[config.mk]
export PLATFORM = sky130hd
export DESIGN_NAME = uart_rx_fsm
export DESIGN_NICKNAME = d
export VERILOG_FILES = /design/src/rtl/uart_rx_fsm.sv
export SDC_FILE = /design/constraint.sdc
export NUM_CORES = 1
export LEC_CHECK = 0
export ABC_AREA = 0
export ABC_CLOCK_PERIOD_IN_PS = 6310
export CAP_MARGIN = 20
export CORE_MARGIN = 2
export CORE_UTILIZATION = 50
export DETAILED_ROUTE_END_ITERATION = 8
export PLACE_DENSITY = 0.77
export SKIP_LAST_GASP = 1
export SLEW_MARGIN = 20
export SYNTH_ARGS = -nofsm -noshare
export SYNTH_HDL_FRONTEND = slang
export SYNTH_SLANG_ARGS = --single-unit
[constraint.sdc]
create_clock -name CLK -period 6.31 [get_ports CLK]
set_input_delay 0.631 -clock CLK [delete_from_list [all_inputs] [get_ports CLK]]
set_output_delay 0.631 -clock CLK [all_outputs]
set_load 0.01 [all_outputs]
[src/rtl/uart_rx_fsm.sv]
// UART receive controller: start detect, oversampled 3-point majority vote, bit sequencing, frame qualification.
// Latency: all outputs registered; data_valid / stop_err pulse one cycle after the stop bit's last oversample.
// No backpressure: enables and status are single-cycle pulses; downstream must accept them when issued.
module uart_rx_fsm #(
    parameter int PRESCALE_WIDTH = 6
) (
    input  logic                      CLK,
    input  logic                      RST,
    input  logic                      RX_IN,
    input  logic [PRESCALE_WIDTH-1:0] PRESCALE,
    input  logic                      PAR_EN,
    input  logic                      parity_err,
    output logic [3:0]                bit_cnt,
    output logic                      sampled_data,
    output logic                      parity_checker_enable,
    output logic                      deser_enable,
    output logic                      data_valid,
    output logic                      stop_err,
    output logic                      strt_glitch
);

    typedef enum logic [2:0] {
        IDLE   = 3'd0,
        START  = 3'd1,
        DATA   = 3'd2,
        PARITY = 3'd3,
        STOP   = 3'd4
    } state_t;

    state_t                    state_q, state_d;
    logic [PRESCALE_WIDTH-1:0] edge_cnt_q, edge_cnt_d;
    logic [3:0]                bit_cnt_q, bit_cnt_d;
    logic [PRESCALE_WIDTH-1:0] prescale_q, prescale_d;
    logic                      par_en_q, par_en_d;
    logic                      smp0_q, smp0_d;
    logic                      smp1_q, smp1_d;
    logic                      sampled_q, sampled_d;
    logic                      par_chk_en_q, par_chk_en_d;
    logic                      deser_en_q, deser_en_d;
    logic                      data_valid_q, data_valid_d;
    logic                      stop_err_q, stop_err_d;
    logic                      strt_glitch_q, strt_glitch_d;

    // Oversample position decodes, all relative to the prescale latched for this frame.
    logic [PRESCALE_WIDTH-1:0] half;
    logic                      in_frame;
    logic                      edge_last;
    logic                      edge_pre;
    logic                      edge_s0;
    logic                      edge_s1;
    logic                      edge_s2;
    logic                      latch_cfg;

    assign half      = prescale_q >> 1;
    assign in_frame  = (state_q != IDLE);
    assign edge_last = in_frame && (edge_cnt_q == prescale_q - PRESCALE_WIDTH'(1));
    assign edge_pre  = in_frame && (edge_cnt_q == prescale_q - PRESCALE_WIDTH'(2));
    assign edge_s0   = in_frame && (edge_cnt_q == half - PRESCALE_WIDTH'(2));
    assign edge_s1   = in_frame && (edge_cnt_q == half - PRESCALE_WIDTH'(1));
    assign edge_s2   = in_frame && (edge_cnt_q == half);
    // A new frame begins either from idle or straight out of a stop bit (back-to-back frames).
    assign latch_cfg = (state_t'(state_d) == START) && (state_q == IDLE || state_q == STOP);

    // State and datapath registers, async reset discards any frame in progress.
    always_ff @(posedge CLK or posedge RST) begin
        if (RST) begin
            state_q       <= IDLE;
            edge_cnt_q    <= '0;
            bit_cnt_q     <= '0;
            prescale_q    <= PRESCALE_WIDTH'(8);
            par_en_q      <= 1'b0;
            smp0_q        <= 1'b1;
            smp1_q        <= 1'b1;
            sampled_q     <= 1'b1;
            par_chk_en_q  <= 1'b0;
            deser_en_q    <= 1'b0;
            data_valid_q  <= 1'b0;
            stop_err_q    <= 1'b0;
            strt_glitch_q <= 1'b0;
        end else begin
            state_q       <= state_d;
            edge_cnt_q    <= edge_cnt_d;
            bit_cnt_q     <= bit_cnt_d;
            prescale_q    <= prescale_d;
            par_en_q      <= par_en_d;
            smp0_q        <= smp0_d;
            smp1_q        <= smp1_d;
            sampled_q     <= sampled_d;
            par_chk_en_q  <= par_chk_en_d;
            deser_en_q    <= deser_en_d;
            data_valid_q  <= data_valid_d;
            stop_err_q    <= stop_err_d;
            strt_glitch_q <= strt_glitch_d;
        end
    end

    // Next-state: transitions only on the end-of-bit oversample, except the idle start detect.
    always_comb begin
        state_d = state_q;
        case (state_q)
            IDLE: begin
                if (!RX_IN) state_d = START;
            end
            START: begin
                if (edge_last) state_d = sampled_q ? IDLE : DATA;
            end
            DATA: begin
                if (edge_last && bit_cnt_q == 4'd8) state_d = par_en_q ? PARITY : STOP;
            end
            PARITY: begin
                if (edge_last) state_d = STOP;
            end
            STOP: begin
                if (edge_last) state_d = RX_IN ? IDLE : START;
            end
            default: state_d = IDLE;
        endcase
    end

    // Counters, majority vote, per-bit enables and frame status pulses.
    always_comb begin
        edge_cnt_d    = edge_cnt_q;
        bit_cnt_d     = bit_cnt_q;
        prescale_d    = latch_cfg ? PRESCALE : prescale_q;
        par_en_d      = latch_cfg ? PAR_EN : par_en_q;
        smp0_d        = edge_s0 ? RX_IN : smp0_q;
        smp1_d        = edge_s1 ? RX_IN : smp1_q;
        sampled_d     = sampled_q;
        par_chk_en_d  = 1'b0;
        deser_en_d    = 1'b0;
        data_valid_d  = 1'b0;
        stop_err_d    = 1'b0;
        strt_glitch_d = 1'b0;

        if (!in_frame) begin
            edge_cnt_d = '0;
            bit_cnt_d  = '0;
        end else if (edge_last) begin
            edge_cnt_d = '0;
            // Leaving the frame (to idle or a fresh start) restarts bit numbering at the start bit.
            if (state_d == IDLE || state_d == START) bit_cnt_d = '0;
            else                                     bit_cnt_d = bit_cnt_q + 4'd1;
        end else begin
            edge_cnt_d = edge_cnt_q + PRESCALE_WIDTH'(1);
        end

        // Third sample comes straight from the line; the vote lands the cycle after.
        if (edge_s2) begin
            sampled_d = (smp0_q & smp1_q) | (smp0_q & RX_IN) | (smp1_q & RX_IN);
        end

        // Registered one cycle early so the pulse coincides with the end-of-bit cycle.
        if (edge_pre) begin
            deser_en_d   = (state_q == DATA);
            par_chk_en_d = par_en_q && (state_q == DATA || state_q == PARITY);
        end

        if (edge_last) begin
            strt_glitch_d = (state_q == START) && sampled_q;
            data_valid_d  = (state_q == STOP) && sampled_q && !(par_en_q && parity_err);
            stop_err_d    = (state_q == STOP) && !sampled_q;
        end
    end

    assign bit_cnt               = bit_cnt_q;
    assign sampled_data          = sampled_q;
    assign parity_checker_enable = par_chk_en_q;
    assign deser_enable          = deser_en_q;
    assign data_valid            = data_valid_q;
    assign stop_err              = stop_err_q;
    assign strt_glitch           = strt_glitch_q;

endmodule

Word-level counts from Yosys, hierarchy flattened:

Index checks and enable logic that the tools add are counted.

* bits in registers: 28
* input bits: 11
* output and inout port bits: 10
* word-level logic and storage cells: 76

* add/subtract/negate cells: 6
* equality and inequality tests: 12
* mux-type cells: 19
* bitwise logic cells: 5
* reductions and logical operators: 21

Operators by type and width (count)
* 6-bit == test: 4
* 3-bit two-way mux: 6
* 3-bit one-hot mux with 5 select lines: 1
* 1-bit logical AND: 13
* 4-bit two-way mux: 3
* 6-bit two-way mux: 2
* 6-bit by 1-bit adder with 6-bit output, second input constant: 1
* 3-bit by 1-bit == test with 1-bit output, second input constant: 2
* 3-bit by 2-bit == test with 1-bit output, second input constant: 2
* 6-bit by 5-bit == test with 1-bit output: 1
* 3-bit zero test: 2
* 1-bit two-way mux: 6
* 5-bit by 1-bit subtractor with 6-bit output, second input constant: 1
* 5-bit by 2-bit subtractor with 6-bit output, second input constant: 1
* 6-bit by 1-bit subtractor with 6-bit output, second input constant: 1
* 6-bit by 2-bit subtractor with 6-bit output, second input constant: 1
* 4-bit by 1-bit adder with 4-bit output, second input constant: 1
* 4-bit == test, second input constant: 1
* 1-bit bitwise AND: 3
* 3-bit == test, second input constant: 1
* 1-bit logical OR: 3
* 3-bit nonzero test: 1
* 1-bit zero test: 2
* 2-bit two-way mux: 1
* 2 further kinds: 3

Longest topological paths before layout:

* depth after elaboration: 11
* gate-level depth with buffers: 10
* gate-level depth less buffers: 7

Worst setup path before layout:

Ideal clock, no wire load.

* path type: reg-to-reg
* start: reg prescale_q[2]
* end: reg bit_cnt_q[2], in the netlist bit_cnt[2]
* setup time: 0.134 ns
* arrival time: 2.022 ns
* required time: 6.176 ns
* slack: 4.154 ns
* stages on the path, launching flop included: 11
* path buffers: 3
* clock period less this slack: 2.156 ns
* path through: dfrtp_1 > clkbuf_1 > inv_1 > ha_1 > nand2b_4 > a211o_1 > xor2_1 > buf_6 > buf_2 > nor4_1 > o32ai_1

* word-level cells in the longest chain between the ends: 11
* elaborated cells between the ends (all ways): 16
* those cells by class: 1 x add/sub; 3 x eq/ne; 8 x mux; 4 x reduce/logical

Ends and longest elaborated chain
* start: declaration: RTL line 33 `logic [PRESCALE_WIDTH-1:0] prescale_q, prescale_d;`
* start signal: assignment: RTL line 84 `prescale_q <= prescale_d;`
* 6-bit by 1-bit subtractor with 6-bit output *: RTL line 56 `assign edge_last = in_frame && (edge_cnt_q == prescale_q - PRESCALE_WIDTH'(1));`
* 6-bit == test *: RTL line 56
* 1-bit logical AND *: RTL line 56
* 1-bit logical AND: RTL line 108 `if (edge_last && bit_cnt_q == 4'd8) state_d = par_en_q ? PARITY : STOP;`
* 3-bit two-way mux: RTL line 108
* 3-bit one-hot mux with 5 select lines: RTL line 100 `case (state_q)`
* 3-bit by 1-bit == test with 1-bit output or 3-bit zero test (tied branches): RTL line 141 `if (state_d == IDLE || state_d == START) bit_cnt_d = '0;`
* 1-bit logical OR: RTL line 141
* 4-bit two-way mux: RTL line 141
* 4-bit two-way mux: RTL line 138 `end else if (edge_last) begin`
* 4-bit two-way mux: RTL line 135 `if (!in_frame) begin`
* end signal: assignment: RTL line 83 `bit_cnt_q <= bit_cnt_d;`
* end: declaration: RTL line 32 `logic [3:0] bit_cnt_q, bit_cnt_d;`

Every way passes the cells marked *; elsewhere a longest branch is shown, timed or not. The select of a mux whose other input is x is not followed.
A chain may end at the register's enable or synchronous reset.

Final worst setup path:

* start: reg prescale_q[2]
* end: reg edge_cnt_q[1]

* word-level cells in the longest chain between the ends: 5

Ends and longest elaborated chain
* 6-bit by 1-bit subtractor with 6-bit output: RTL line 56
* 6-bit == test: RTL line 56
* 1-bit logical AND: RTL line 56
* 6-bit two-way mux: RTL line 138
* 6-bit two-way mux: RTL line 135
* via edge_cnt_d[1]: RTL line 31 `logic [PRESCALE_WIDTH-1:0] edge_cnt_q, edge_cnt_d;`
* end signal: assignment: RTL line 82 `edge_cnt_q <= edge_cnt_d;`
* end: declaration: RTL line 31

The timed path passes the listed nets, and every way through them passes these cells.

==> results.py <==
metrics = {
    "hold_path": {
        "min_to": "data_valid$_DFF_PP0_",
        "min-delay-start": "sampled_data$_DFFE_PP1P_",
        "hold_path.class": "reg -> reg",
        "hold_depth": 2,
    },
    "yosys": {
        "syn_avg_cell_area_um2": 8.89,
        "synth-simple-area-share": 0.231,
        "syn_area_mm2": 0.00221,
        "yosysTopAreaCell": "dfrtp_1",
        "yosysUniqueCellTypes": 51,
        "yosys.area_share.adder": 0.0454,
        "ys_ff_latch": 28,
        "syn_inst": 248,
        "muxShareOfSynthArea": 0.0284,
        "synth_top_area_share": 0.272,
        "synthArstFlopShare": 1.00,
        "synth_fp_nets": 267,
        "synthMostInstantiatedCell": "dfrtp_1",
        "synth_top_family_by_area": "simple AND/OR/NAND/NOR gates",
        "ys.flop_type": "dfrtp_1",
        "synth_common_cells": "24 x dfrtp_1, 21 x nand2_1, 17 x xor2_1",
        "synth_edf_count": 0,
        "synth_xor_area_frac": 0.119,
        "synth_compound_area_frac": 0.179,
        "synth_area_leaders": "dfrtp_1 27%, xor2_1 6.7%, dfstp_2 4.8%",
        "synth_warnings": 0,
        "seq_area_frac_synth": 0.320,
    },
    "floorplanning": {
        "pin_count": 21,
        "start_util": 0.514,
        "die-area_mm2": 0.00496,
        "die_w_um": 70.4,
        "core.rowCount": 24,
        "core_mm2": 0.00429,
        "die_h_um": 70.4,
    },
    "layout": {
        "layout.cells.non_filler": 303,
        "drive_gt1_frac": 0.0797,
        "n_antenna_cell": 0,
        "fillers": 393,
        "syn_to_final_growth_pct": 9.47,
        "fin_nets": 271,
    },
    "grt": {
        "grt_pass1_wl_um": 8450,
        "gr-usage-all-layers": 0.210,
        "gr-total-overflow": 0,
        "grt_max_degree": 29,
        "antenna_found_initial": 0,
        "first_global_vias": 1668,
    },
    "sta": {
        "fmax_ghz": 0.387,
        "skew_ns": 0.00185,
        "drv_slew": 0,
        "setup_viol": 0,
        "hold_viol": 0,
        "period_needed_ns": 2.59,
        "relSlewSlack": 0.473,
        "holdWs_ns": 0.576,
        "tightest_slew_ns": 0.791,
        "finalSetupTns_ns": 0,
        "rsz0062_at_grt": "no",
        "fin_crit_sh": 0.410,
    },
    "clocking": {
        "post_cts_buffers": 0,
        "clk_path_buf_depth": 2,
        "numCtsBuffers": 3,
        "root_buffer": "clkbuf_8",
        "path_clk_slew_ns": 0.10,
        "clock_sinks": 28,
        "htree_levels": 1,
        "tritoncts": "built",
        "cts_resized": 0,
        "holdBufCountCts": 0,
        "clock_latency_ns": 0.27,
    },
    "placement": {
        "gp_congestion": 0.922,
        "dp_hpwl_um": 3570,
        "dpl.cell_count": 299,
        "portBuffers": 20,
    },
    "routing": {
        "routed-via-count": 1830,
        "drt_iter0_drc": 156,
        "wire_per_inst_um": 16.3,
        "via_per_inst": 6.04,
        "drt_wl_total_um": 4950,
        "drtPass1Iterations": 4,
        "drc": 0,
        "postRouteAntennaNets": 0,
    },
    "worst_setup_path": {
        "startpoint_type": "register",
        "r2r_slack_ns": 3.72,
        "path_max_fanout": 21,
        "cp-end-kind": "register",
        "critPathArrivalTime_ns": 2.76,
        "reg2reg_depth": 8,
        "critical_path_class": "reg -> reg",
        "r2r_start": "prescale_q[2]$_DFFE_PP0P_",
        "r2r-end": "edge_cnt_q[1]$_DFF_PP0_",
        "required_ns": 6.48,
    },
    "job": {
        "maxCapViolCount": 0,
    },
    "power_and_ir_drop": {
        "leakagePower_nw": 0.927,
        "totalPowerFinal_w": 0.00125,
        "switching_power_w": 0.000633,
        "p_int_w": 0.000619,
        "powerDensity_mw_per_mm2": 519,
        "p_seq_frac": 0.323,
        "clkPwrFrac": 0.091,
        "swShare": 0.506,
        "peakVddDrop_mv": 0.282,
        "combinationalPowerShare": 0.586,
    },
    "outcome": {
        "outcome": "finished clean",
    },
}
[metrics by stage]
stage               setup slack, ns  area, um^2  utilization
finish                         3.72        2410        0.562
floorplan                      4.15        2210            -
global route                   3.56        2410        0.562
detailed placement             3.72        2350        0.548
global placement               3.75        2350        0.548
CTS                            3.73        2410        0.561
[critical path: stages (launching register included)]
cell and delay, ns:
dfrtp_1 0.47, inv_1 0.19, ha_1 0.37, nand2b_4 0.10, a211o_1 0.24, xor2_1 0.14, buf_4 0.22, or3_1 0.50
and3_1 0.25
[metal layers]
layer	global-route usage	wire, um	up-vias
li1	-	-	890
met1	0.297	2460	910
met2	0.341	2340	28
met3	0.0346	124	2
met4	0.0406	17	0
met5	0	0	-
[registers in the layout, summed over array words and instances, names as in the netlist, 3 cells and up]
signal / flops
state_q: 3
prescale_q: 6
bit_cnt: 4
edge_cnt_q: 6
[layout by cell type, fill, tap and decap left out, types with 6 or more instances in the layout]
cell             count
nand3_1             11
o21ai_0             10
a21oi_1              6
dfrtp_1             24
nand2_1             21
nand3b_1             6
o311ai_1             6
xor2_1              17
inv_1               10
nor2_1               9
nor3_1              12
clkdlybuf4s50_1     20
o211ai_1             7
xnor2_1              8
a31oi_1              6
ha_1                 8
[how the worst max path moves through the flow]
| stage | to | depth (start not counted) | slack [ns] | from |
|---|---|---|---|---|
| floorplan | bit_cnt[2]$_DFFE_PP0P_ | 10 | 4.15 | prescale_q[2]$_DFFE_PP0P_ |
| CTS | edge_cnt_q[1]$_DFF_PP0_ | 8 | 3.73 | prescale_q[2]$_DFFE_PP0P_ |
| detailed placement | par_en_q$_DFFE_PP0P_ | 5 | 3.72 | RX_IN |
| global placement | prescale_q[2]$_DFFE_PP0P_ | 5 | 3.75 | RX_IN |
| global route | state_q[0]$_DFF_PP0_ | 7 | 3.56 | prescale_q[1]$_DFFE_PP0P_ |
| finish | edge_cnt_q[1]$_DFF_PP0_ | 8 | 3.72 | prescale_q[2]$_DFFE_PP0P_ |
[power groups by stage]
stage,Clock [W],Sequential (W),Combinational (W)
final,0.000114,0.000405,0.000734
after global routing,0.000123,0.000419,0.000821
after CTS,0.000117,0.000400,0.000734
after detailed placement,0,0.000403,0.000729
after global placement,0,0.000400,0.000715
after floorplan,0,0.000298,0.000712
[area by class of cell]
| cell class | instances | area [um^2] | area share |
|---|---|---|---|
| multi-input cells | 187 | 1340 | 0.555 |
| flip-flops and latches | 28 | 706 | 0.292 |
| repair buffers | 21 | 208 | 0.0860 |
| well taps | 52 | 65.1 | 0.0269 |
| clock buffers | 4 | 55.1 | 0.0228 |
| inverters | 11 | 41.3 | 0.0171 |
[kinds of logic after synthesis]
group                    count (synthesis)
AND/OR/NAND/NOR                         90
buffers and inverters                   33
AO/OA/AOI/OAI                           56
adder cells (fa/ha/maj)                  8
flip-flops                              28
multiplexers                             6
XOR/XNOR                                27
Note: power is estimated with default switching activity, not from simulation.
